$ cat config.mk
export PLATFORM = sky130hd
export DESIGN_NAME = uart_cmd_parser
export DESIGN_NICKNAME = d
export VERILOG_FILES = /design/src/rtl/uart_cmd_parser.sv
export SDC_FILE = /design/constraint.sdc
export NUM_CORES = 1
export LEC_CHECK = 0
export ABC_CLOCK_PERIOD_IN_PS = 1700
export CORE_ASPECT_RATIO = 1.5
export CORE_MARGIN = 2
export CORE_UTILIZATION = 55
export DETAILED_ROUTE_END_ITERATION = 10
export DONT_BUFFER_PORTS = 1
export MAX_ROUTING_LAYER = met4
export PLACE_DENSITY_LB_ADDON = 0.15
export SLEW_MARGIN = 40
export SYNTH_ARGS = -nofsm -noshare
export SYNTH_HDL_FRONTEND = slang
export SYNTH_SLANG_ARGS = --single-unit
export TNS_END_PERCENT = 100
$ cat constraint.sdc
create_clock -name clk -period 1.7 [get_ports clk]
set_input_delay 0.34 -clock clk [delete_from_list [all_inputs] [get_ports clk]]
set_output_delay 0.34 -clock clk [all_outputs]
set_load 0.01 [all_outputs]
$ cat src/rtl/uart_cmd_parser.sv
// -----------------------------------------------------------------------------
// uart_cmd_parser
//
// Purpose:
//   Frames the byte stream coming out of the UART receiver into 5-byte
//   commands: SYNC_BYTE, CMD, DATA_HI, DATA_LO, CHK where
//   CHK = CMD ^ DATA_HI ^ DATA_LO. A frame is abandoned if the line goes quiet
//   for more than TO_CYCLES clocks between two of its bytes. The most recent
//   valid frame is held on cmd/data with a level cmd_rdy until the consumer
//   acknowledges it.
//
// Ports:
//   clk          in   system clock
//   rst_n        in   asynchronous active-low reset
//   rx_data[7:0] in   received byte, valid while rdy=1
//   rdy          in   receiver byte-ready level
//   clr_rdy      out  combinational acknowledge to the receiver (= rdy & rst_n)
//   clr_cmd_rdy  in   consumer acknowledge, clears cmd_rdy at the next edge
//   cmd[7:0]     out  command byte of the last valid frame
//   data[15:0]   out  {DATA_HI, DATA_LO} of the last valid frame
//   cmd_rdy      out  level, a new valid frame is waiting
//   chk_err      out  one-cycle pulse on checksum mismatch
//   to_err       out  one-cycle pulse on inter-byte timeout
//   cmd_ovr      out  one-cycle pulse when a valid frame replaces an
//                     unacknowledged one
// -----------------------------------------------------------------------------
module uart_cmd_parser #(
    parameter logic [7:0]  SYNC_BYTE = 8'hA5,
    parameter int unsigned TO_CYCLES = 52080,
    parameter int unsigned TO_W      = 16
) (
    input  logic        clk,
    input  logic        rst_n,
    input  logic [7:0]  rx_data,
    input  logic        rdy,
    output logic        clr_rdy,
    input  logic        clr_cmd_rdy,
    output logic [7:0]  cmd,
    output logic [15:0] data,
    output logic        cmd_rdy,
    output logic        chk_err,
    output logic        to_err,
    output logic        cmd_ovr
);

    typedef enum logic [2:0] {
        S_SYNC = 3'd0,
        S_CMD  = 3'd1,
        S_DHI  = 3'd2,
        S_DLO  = 3'd3,
        S_CHK  = 3'd4
    } state_t;

    localparam logic [TO_W-1:0] TO_MAX = TO_W'(TO_CYCLES);

    state_t            state_q, state_d;
    logic [TO_W-1:0]   to_cnt_q, to_cnt_d;
    logic [7:0]        cmd_s_q, cmd_s_d;
    logic [7:0]        dh_s_q, dh_s_d;
    logic [7:0]        dl_s_q, dl_s_d;
    logic [7:0]        cmd_q, cmd_d;
    logic [15:0]       data_q, data_d;
    logic              cmd_rdy_q, cmd_rdy_d;
    logic              chk_err_q, chk_err_d;
    logic              to_err_q, to_err_d;
    logic              cmd_ovr_q, cmd_ovr_d;

    logic              capture;

    // Gating with rst_n keeps the receiver from losing a byte while we are
    // held in reset.
    assign capture = rdy & rst_n;
    assign clr_rdy = capture;

    always_ff @(posedge clk or negedge rst_n) begin
        if (!rst_n) begin
            state_q   <= S_SYNC;
            to_cnt_q  <= '0;
            cmd_s_q   <= '0;
            dh_s_q    <= '0;
            dl_s_q    <= '0;
            cmd_q     <= '0;
            data_q    <= '0;
            cmd_rdy_q <= 1'b0;
            chk_err_q <= 1'b0;
            to_err_q  <= 1'b0;
            cmd_ovr_q <= 1'b0;
        end else begin
            state_q   <= state_d;
            to_cnt_q  <= to_cnt_d;
            cmd_s_q   <= cmd_s_d;
            dh_s_q    <= dh_s_d;
            dl_s_q    <= dl_s_d;
            cmd_q     <= cmd_d;
            data_q    <= data_d;
            cmd_rdy_q <= cmd_rdy_d;
            chk_err_q <= chk_err_d;
            to_err_q  <= to_err_d;
            cmd_ovr_q <= cmd_ovr_d;
        end
    end

    always_comb begin
        state_d   = state_q;
        to_cnt_d  = to_cnt_q;
        cmd_s_d   = cmd_s_q;
        dh_s_d    = dh_s_q;
        dl_s_d    = dl_s_q;
        cmd_d     = cmd_q;
        data_d    = data_q;
        cmd_rdy_d = cmd_rdy_q & ~clr_cmd_rdy;
        chk_err_d = 1'b0;
        to_err_d  = 1'b0;
        cmd_ovr_d = 1'b0;

        // Inter-byte timer. A capture on the match cycle takes priority, so
        // the timeout branch is only reachable when no byte arrives.
        if (capture || state_q == S_SYNC) begin
            to_cnt_d = '0;
        end else if (to_cnt_q == TO_MAX) begin
            to_cnt_d = '0;
            state_d  = S_SYNC;
            to_err_d = 1'b1;
        end else begin
            to_cnt_d = to_cnt_q + 1'b1;
        end

        if (capture) begin
            case (state_q)
                S_SYNC: begin
                    // Anything other than the marker is line noise; drop it.
                    if (rx_data == SYNC_BYTE) begin
                        state_d = S_CMD;
                    end
                end
                S_CMD: begin
                    // The marker value is legal payload here; no resync.
                    cmd_s_d = rx_data;
                    state_d = S_DHI;
                end
                S_DHI: begin
                    dh_s_d  = rx_data;
                    state_d = S_DLO;
                end
                S_DLO: begin
                    dl_s_d  = rx_data;
                    state_d = S_CHK;
                end
                S_CHK: begin
                    state_d = S_SYNC;
                    if (rx_data == (cmd_s_q ^ dh_s_q ^ dl_s_q)) begin
                        cmd_d     = cmd_s_q;
                        data_d    = {dh_s_q, dl_s_q};
                        // Set beats a coincident acknowledge, and that
                        // acknowledge also suppresses the overwrite report.
                        cmd_rdy_d = 1'b1;
                        cmd_ovr_d = cmd_rdy_q & ~clr_cmd_rdy;
                    end else begin
                        chk_err_d = 1'b1;
                    end
                end
                default: begin
                    state_d = S_SYNC;
                end
            endcase
        end
    end

    assign cmd     = cmd_q;
    assign data    = data_q;
    assign cmd_rdy = cmd_rdy_q;
    assign chk_err = chk_err_q;
    assign to_err  = to_err_q;
    assign cmd_ovr = cmd_ovr_q;

endmodule

# After elaboration in Yosys (flattened, before gate mapping)
# Index checks and enable logic that the tools add are counted.
[word_totals] reg_bits=71 input_bits=12 out_inout_bits=29
[classes] add_sub_neg=1 eq_ne=7 mux=18 bitwise=5 reduce_logical=6
[op_table] cell="two-way mux 16 bit" n=2
[op_table] cell="adder 16 x 1 -> 16 bit (second input constant)" n=1
[op_table] cell="equality test 16 bit (second input constant)" n=1
[op_table] cell="bitwise XOR 8 bit" n=2
[op_table] cell="two-way mux 3 bit" n=4
[op_table] cell="case mux 3 bit (4 select lines)" n=1
[op_table] cell="two-way mux 1 bit" n=11
[op_table] cell="equality test 8 bit" n=1
[op_table] cell="equality test 8 bit (second input constant)" n=1
[op_table] cell="equality test 3 x 2 -> 1 bit (second input constant)" n=2
[op_table] cell="AND reduction 2 bit" n=3
[op_table] cell="equality test 3 x 1 -> 1 bit (second input constant)" n=1
[op_table] cell="equality test 3 bit (second input constant)" n=1
[op_table] cell="logical NOT 3 bit" n=1
[op_table] cell="AND reduction 3 bit" n=1
[op_table] cell="AND 1 bit" n=2
[op_table] cell="logical OR 1 bit" n=1
[op_table] cell="inverter 1 bit" n=1

# Longest topological paths before layout
[logic_depth] ltp_word=6 mapped_depth=7 depth_no_buf=7

# Worst setup path after synthesis
# OpenSTA, ideal clock, no wires.
[synth_path] kind="reg2reg" from="register cmd_s_q[7]" to="register cmd_q[7] (netlist: cmd[7])" arrival_time_ns=1.725 t_required_ns=1.575 setup_slack_ns=-0.150 stages_incl_launch_ff=7 period_less_slack_ns=1.850 path_cell_list="dfrtp_1 xnor2_1 xnor2_1 nand4_1 nor3_4 buf_6 mux2_2"
[synth_via] elab_chain_len=4
[synth_rtl] item="start: declaration" line="58" text="logic [7:0] cmd_s_q, cmd_s_d;"
[synth_rtl] item="start signal: assignment" line="91" text="cmd_s_q <= cmd_s_d;"
[synth_rtl] item="bitwise XOR 8 bit (2 in series)" line="151" text="if (rx_data == (cmd_s_q ^ dh_s_q ^ dl_s_q)) begin"
[synth_rtl] item="equality test 8 bit" line="151"
[synth_rtl] item="AND reduction 3 bit (no source line)"
[synth_rtl] item="end signal: assignment" line="94" text="cmd_q <= cmd_d;"
[synth_rtl] item="end: declaration" line="61" text="logic [7:0] cmd_q, cmd_d;"
# Parallel ways exist; a longest one is shown, timed or not.
# A chain may end at the register's enable or synchronous reset.

# Worst setup path in the final report
[layout_path] from="register dh_s_q[3]" to="register cmd_q[4] (netlist: cmd[4])"
[layout_via] elab_chain_len=4
[layout_rtl] item="start: declaration" line="59" text="logic [7:0] dh_s_q, dh_s_d;"
[layout_rtl] item="start signal: assignment" line="92" text="dh_s_q <= dh_s_d;"
[layout_rtl] item="bitwise XOR 8 bit (2 in series)" line="151"
[layout_rtl] item="equality test 8 bit" line="151"
[layout_rtl] item="AND reduction 3 bit (no source line)"
# Every way passes these cells.

==> flow_results.org <==
** Pwr
- In this run switching power makes up around 26% of total power.
- For this design the static power due to leakage is between 1.5 and 2 nW.
- P_int :: slightly above 3 mW
- Of the total power, combinational logic draws between 20% and 30%.
- Sequential power share :: a little under half
- Fraction of power consumed by the clock network :: between 30% and 40%
- For this design the total switching power over the nets is 1.08 mW.
- Worst-case vdd ir drop :: 0.683 mV
- Power Density :: 1080 nW/um^2
- Final Total Pwr :: about 4.2 mW

** Timing
- Subtracting the final worst setup slack from the clock period gives roughly 2.0 ns.
- Setup repair after global routing could not meet its margin everywhere.
- At the pin with the least slew margin, the transition time is 0.430 ns.
- On the final layout, the worst clock skew is around 0.0099 ns.
- Once routing completed, OpenROAD measured the worst setup slack at -0.257 ns.
- Number of hold violations in the final report :: 71
- Dividing the final minimum period by the clock period gives 115%.
- Maximum operating frequency :: between 0.5 and 0.6 GHz
- The total count of max-transition violations in the final report came to 0.
- Final hold analysis gives a worst-case slack of -0.318 ns.
- Final count of negative-setup-slack endpoints :: 26
- Relative slew margins :: a little under three quarters

** Yosys
- Largest cells by area after synthesis :: dfrtp_1, mux2_2, xnor2_1
- Summed over all instances, the cell type with the most area after synthesis is dfrtp_1.
- The average instance in the mapped netlist occupies around 13 um^2.
- The number of nets in the synthesized netlist is around 260.
- Synth cell types :: 27
- Counting flops and latches in the post-synthesis netlist gives just over 70.
- For this run, the register share of the synthesized area comes to 57.0%.
- Summed over its instances, the top area cell type makes up 57.0% of the synthesized netlist area.
- After Yosys synthesis, and, or, nand and nor cells account for between 10% and 20% of the synthesized area.
- After synthesis, the largest family of logic cells by area is multiplexers.
- Synthesized netlist cell count :: between 200 and 250
- Yosys warning count :: 0
- Mapped Area :: just over 3000 um^2
- Of the total synthesized cell area, the portion taken by full adders, half adders and majority gates is less than 1%.
- Mux share of post-synthesis cell area :: approximately 17%
- Summing the areas of all compound-gate instances in the mapped netlist gives between 1 and 1.5% of the synthesized area.
- Parity-gate share of the synthesized area counting xor and xnor cells :: 10.7%

** Critical path
- CP Data Required Time :: just under 2 ns
- Flop2flop setup slack :: -0.26 ns
- STA classifies the critical path endpoint as a register.
- Worst R2R End :: cmd[4]
- Capture point of the worst path :: cmd[4]
- At the worst endpoint, the arrival time is between 2 and 2.5 ns.
- Worst setup path class :: register to register
- Launch point of the worst reg-to-reg path :: dh_s_q[3]
- Largest driver fanout on the critical path :: 6
- Register-to-Register Path Depth :: 7
- Startpoint Class :: register
- CP startpoint :: dh_s_q[3]

** Cells and area
- The area growth from synthesis to layout is 24.2%.
- For this run, the post-layout net count is approximately 300.
- Post-layout util :: between 70% and 80%
- Share of final-layout standard cells stronger than drive strength 1 :: between 40% and 50%
- Final antenna diode count :: 0

** Global routing
- Entering global routing, the biggest net connects 73 pins.
- The first global-routing pass estimated 10300 um of wire.
- Global routing used 23.1% of the available tracks across all layers.
- The number of antenna violations at the first check in global routing was 0.
- The via count of the first global-routing pass came to between 2000 and 2500.
- Grt ovf :: 0

** Die
- Number of standard-cell rows in the floorplan :: 33
- The die is about 65 um wide.
- The region available for standard cell placement spans 5450 um^2.
- Die ar. :: between 6000 and 7000 um^2
- For this design the top-level I/O count stands at between 40 and 50.
- Initial core utilization :: between 50 and 60%
- The die is 96.2 um tall.

** Clocking
- CTS tree :: yes
- CTS built an H-tree with a depth of 3.
- Clock-pin slew was measured on the worst setup and hold paths at around 0.080 ns.
- Counting every sink on the clock net gives 71.
- In this run the deepest clock path goes through 2 buffers.
- CTS Root Buffer Type :: clkbuf_8
- At the later pin of the worst-skew pair, clock insertion delay measures between 0.3 and 0.4 ns.
- Num CTS Buffers :: 9

** Drt
- The first TritonRoute pass finished after 4 iterations.
- Summed over all layers, the routed wires come to between 6000 and 7000 um.
- DR iter-0 viols :: 86
- In this run the remaining antenna-violating nets after routing total 0.
- In the final routed layout, each cell accounts on average for roughly 18 um.
- For this run, design rule violations remaining after detail routing come to 0.
- Number of vias after detailed routing :: between 2000 and 2500
- Post-detailed-route via-to-cell ratio :: 5.50

** Run status
- The run finished, with violations left.
- Violations in the final reports :: hold timing, setup timing

** Placed design
- Prior to clock tree synthesis, the placed netlist has a worst setup slack of -0.231 ns.
- Post-DP HPWL :: around 4300 um
- At the end of routability-driven placement, the weighted congestion stood at between 0.7 and 0.8.
- Buffers added on ports :: 0

** Hold path
- The path class of the tightest hold or removal check is input pin to async pin.

** Run
- The tool flagged a number of max-cap violations equal to 0.
[worst max-delay path, stage by stage, from the launching register on]
cell     delay (ns)
dfrtp_1        0.40
xnor2_1        0.23
xnor2_1        0.18
nand4_1        0.21
nor3_4         0.20
buf_4          0.16
buf_6          0.13
mux2_2         0.33
[sequential cells by signal, summed over array words and instances (netlist names), 3 cells and up]
name	count
data	16
to_cnt_q	16
cmd	8
cmd_s_q	8
dh_s_q	8
dl_s_q	8
state_q	3
[Yosys cell counts]
cell	n
clkbuf_1	3
nor4bb_1	2
inv_1	6
nand4_1	6
nor2_1	22
nor3_1	5
xor2_1	13
xnor2_1	25
nor3_4	1
buf_6	2
nor4_1	1
nand3_1	7
a22o_1	1
nand2_1	11
and3b_1	1
mux2_2	47
dfrtp_1	71
nor4b_1	1
and3_1	3
o21ai_0	2
and4bb_2	1
and2_1	2
and4_1	2
mux2_1	1
ha_1	2
a21o_1	2
o311ai_1	1
[timing repair]
item	4_1_cts	5_1_grt
pin swaps	4	6
endpoints found under the setup margin	25	44
hold endpoints to repair	71	71
setup buffers	3	3
resized for setup	13	17
cloned	1	2
[per-layer routing]
metal  wire length, um  up-vias  track usage (%)
met5                 0        -                -
met3               182       13             3.74
li1                  -      922                -
met4               161        0             12.7
met1              2420     1015             24.0
met2              3780       51             41.2
[cells by family (layout without fill, tap and decap cells)]
family                   after synthesis  count (layout)
adder cells (fa/ha/maj)                2               2
XOR/XNOR                              38              38
buffers and inverters                 11              64
AND/OR/NAND/NOR                       65              65
AO/OA/AOI/OAI                          6               6
multiplexers                          48              48
flip-flops                            71              71
[worst min-delay path by stage]
stage	start	to	slack, ns
floorplan	rst_n	chk_err	0.04
global placement	rst_n	data[0]	0.05
detailed placement	rst_n	data[0]	0.05
CTS	rst_n	data[0]	-0.33
global route	rst_n	data[0]	-0.33
finish	rst_n	data[0]	-0.32
[placed cells by master, fill, tap and decap left out, types with 2 or more instances in the layout]
cell type	n
and3_1	3
nor2_1	22
buf_6	3
clkinv_2	2
xnor2_2	4
dfrtp_1	70
mux2_2	34
nand4_1	6
nand3_1	7
o21ai_0	2
xor2_1	11
inv_1	6
ha_1	2
buf_4	36
xor2_2	2
xnor2_1	21
buf_12	2
nor3_1	5
and4_1	2
a21o_1	2
clkbuf_8	11
mux2_4	14
nand2_1	11
[power groups by stage]
stage	registers [mW]	clock network [mW]	logic (mW)
6_report	1.96	1.38	0.855
5_1_grt	1.98	1.46	0.922
4_1_cts	1.95	1.40	0.802
3_5_place_dp	1.98	0	0.785
3_3_place_gp	1.97	0	0.768
2_1_floorplan	1.96	0	0.468
[cell type report]
type	instances	area [um^2]
Clock buffer	11	151
Clock inverter	5	56.3
Fill cell	395	1580
Inverter	6	22.5
Multi-Input combinational cell	159	1410
Sequential cell	71	1780
Tap cell	70	87.6
Timing Repair Buffer	42	369
[through the flow]
step,setup TNS (ns),cell area [um^2],std cells
final,-5.77,3870,364
after CTS,-5.71,3760,360
after detailed placement,-5.02,3450,340
after global placement,-3.73,3450,340
after floorplan,-2.64,3120,241
after global routing,-7.95,3870,364
(Power assumes the default switching activity.)
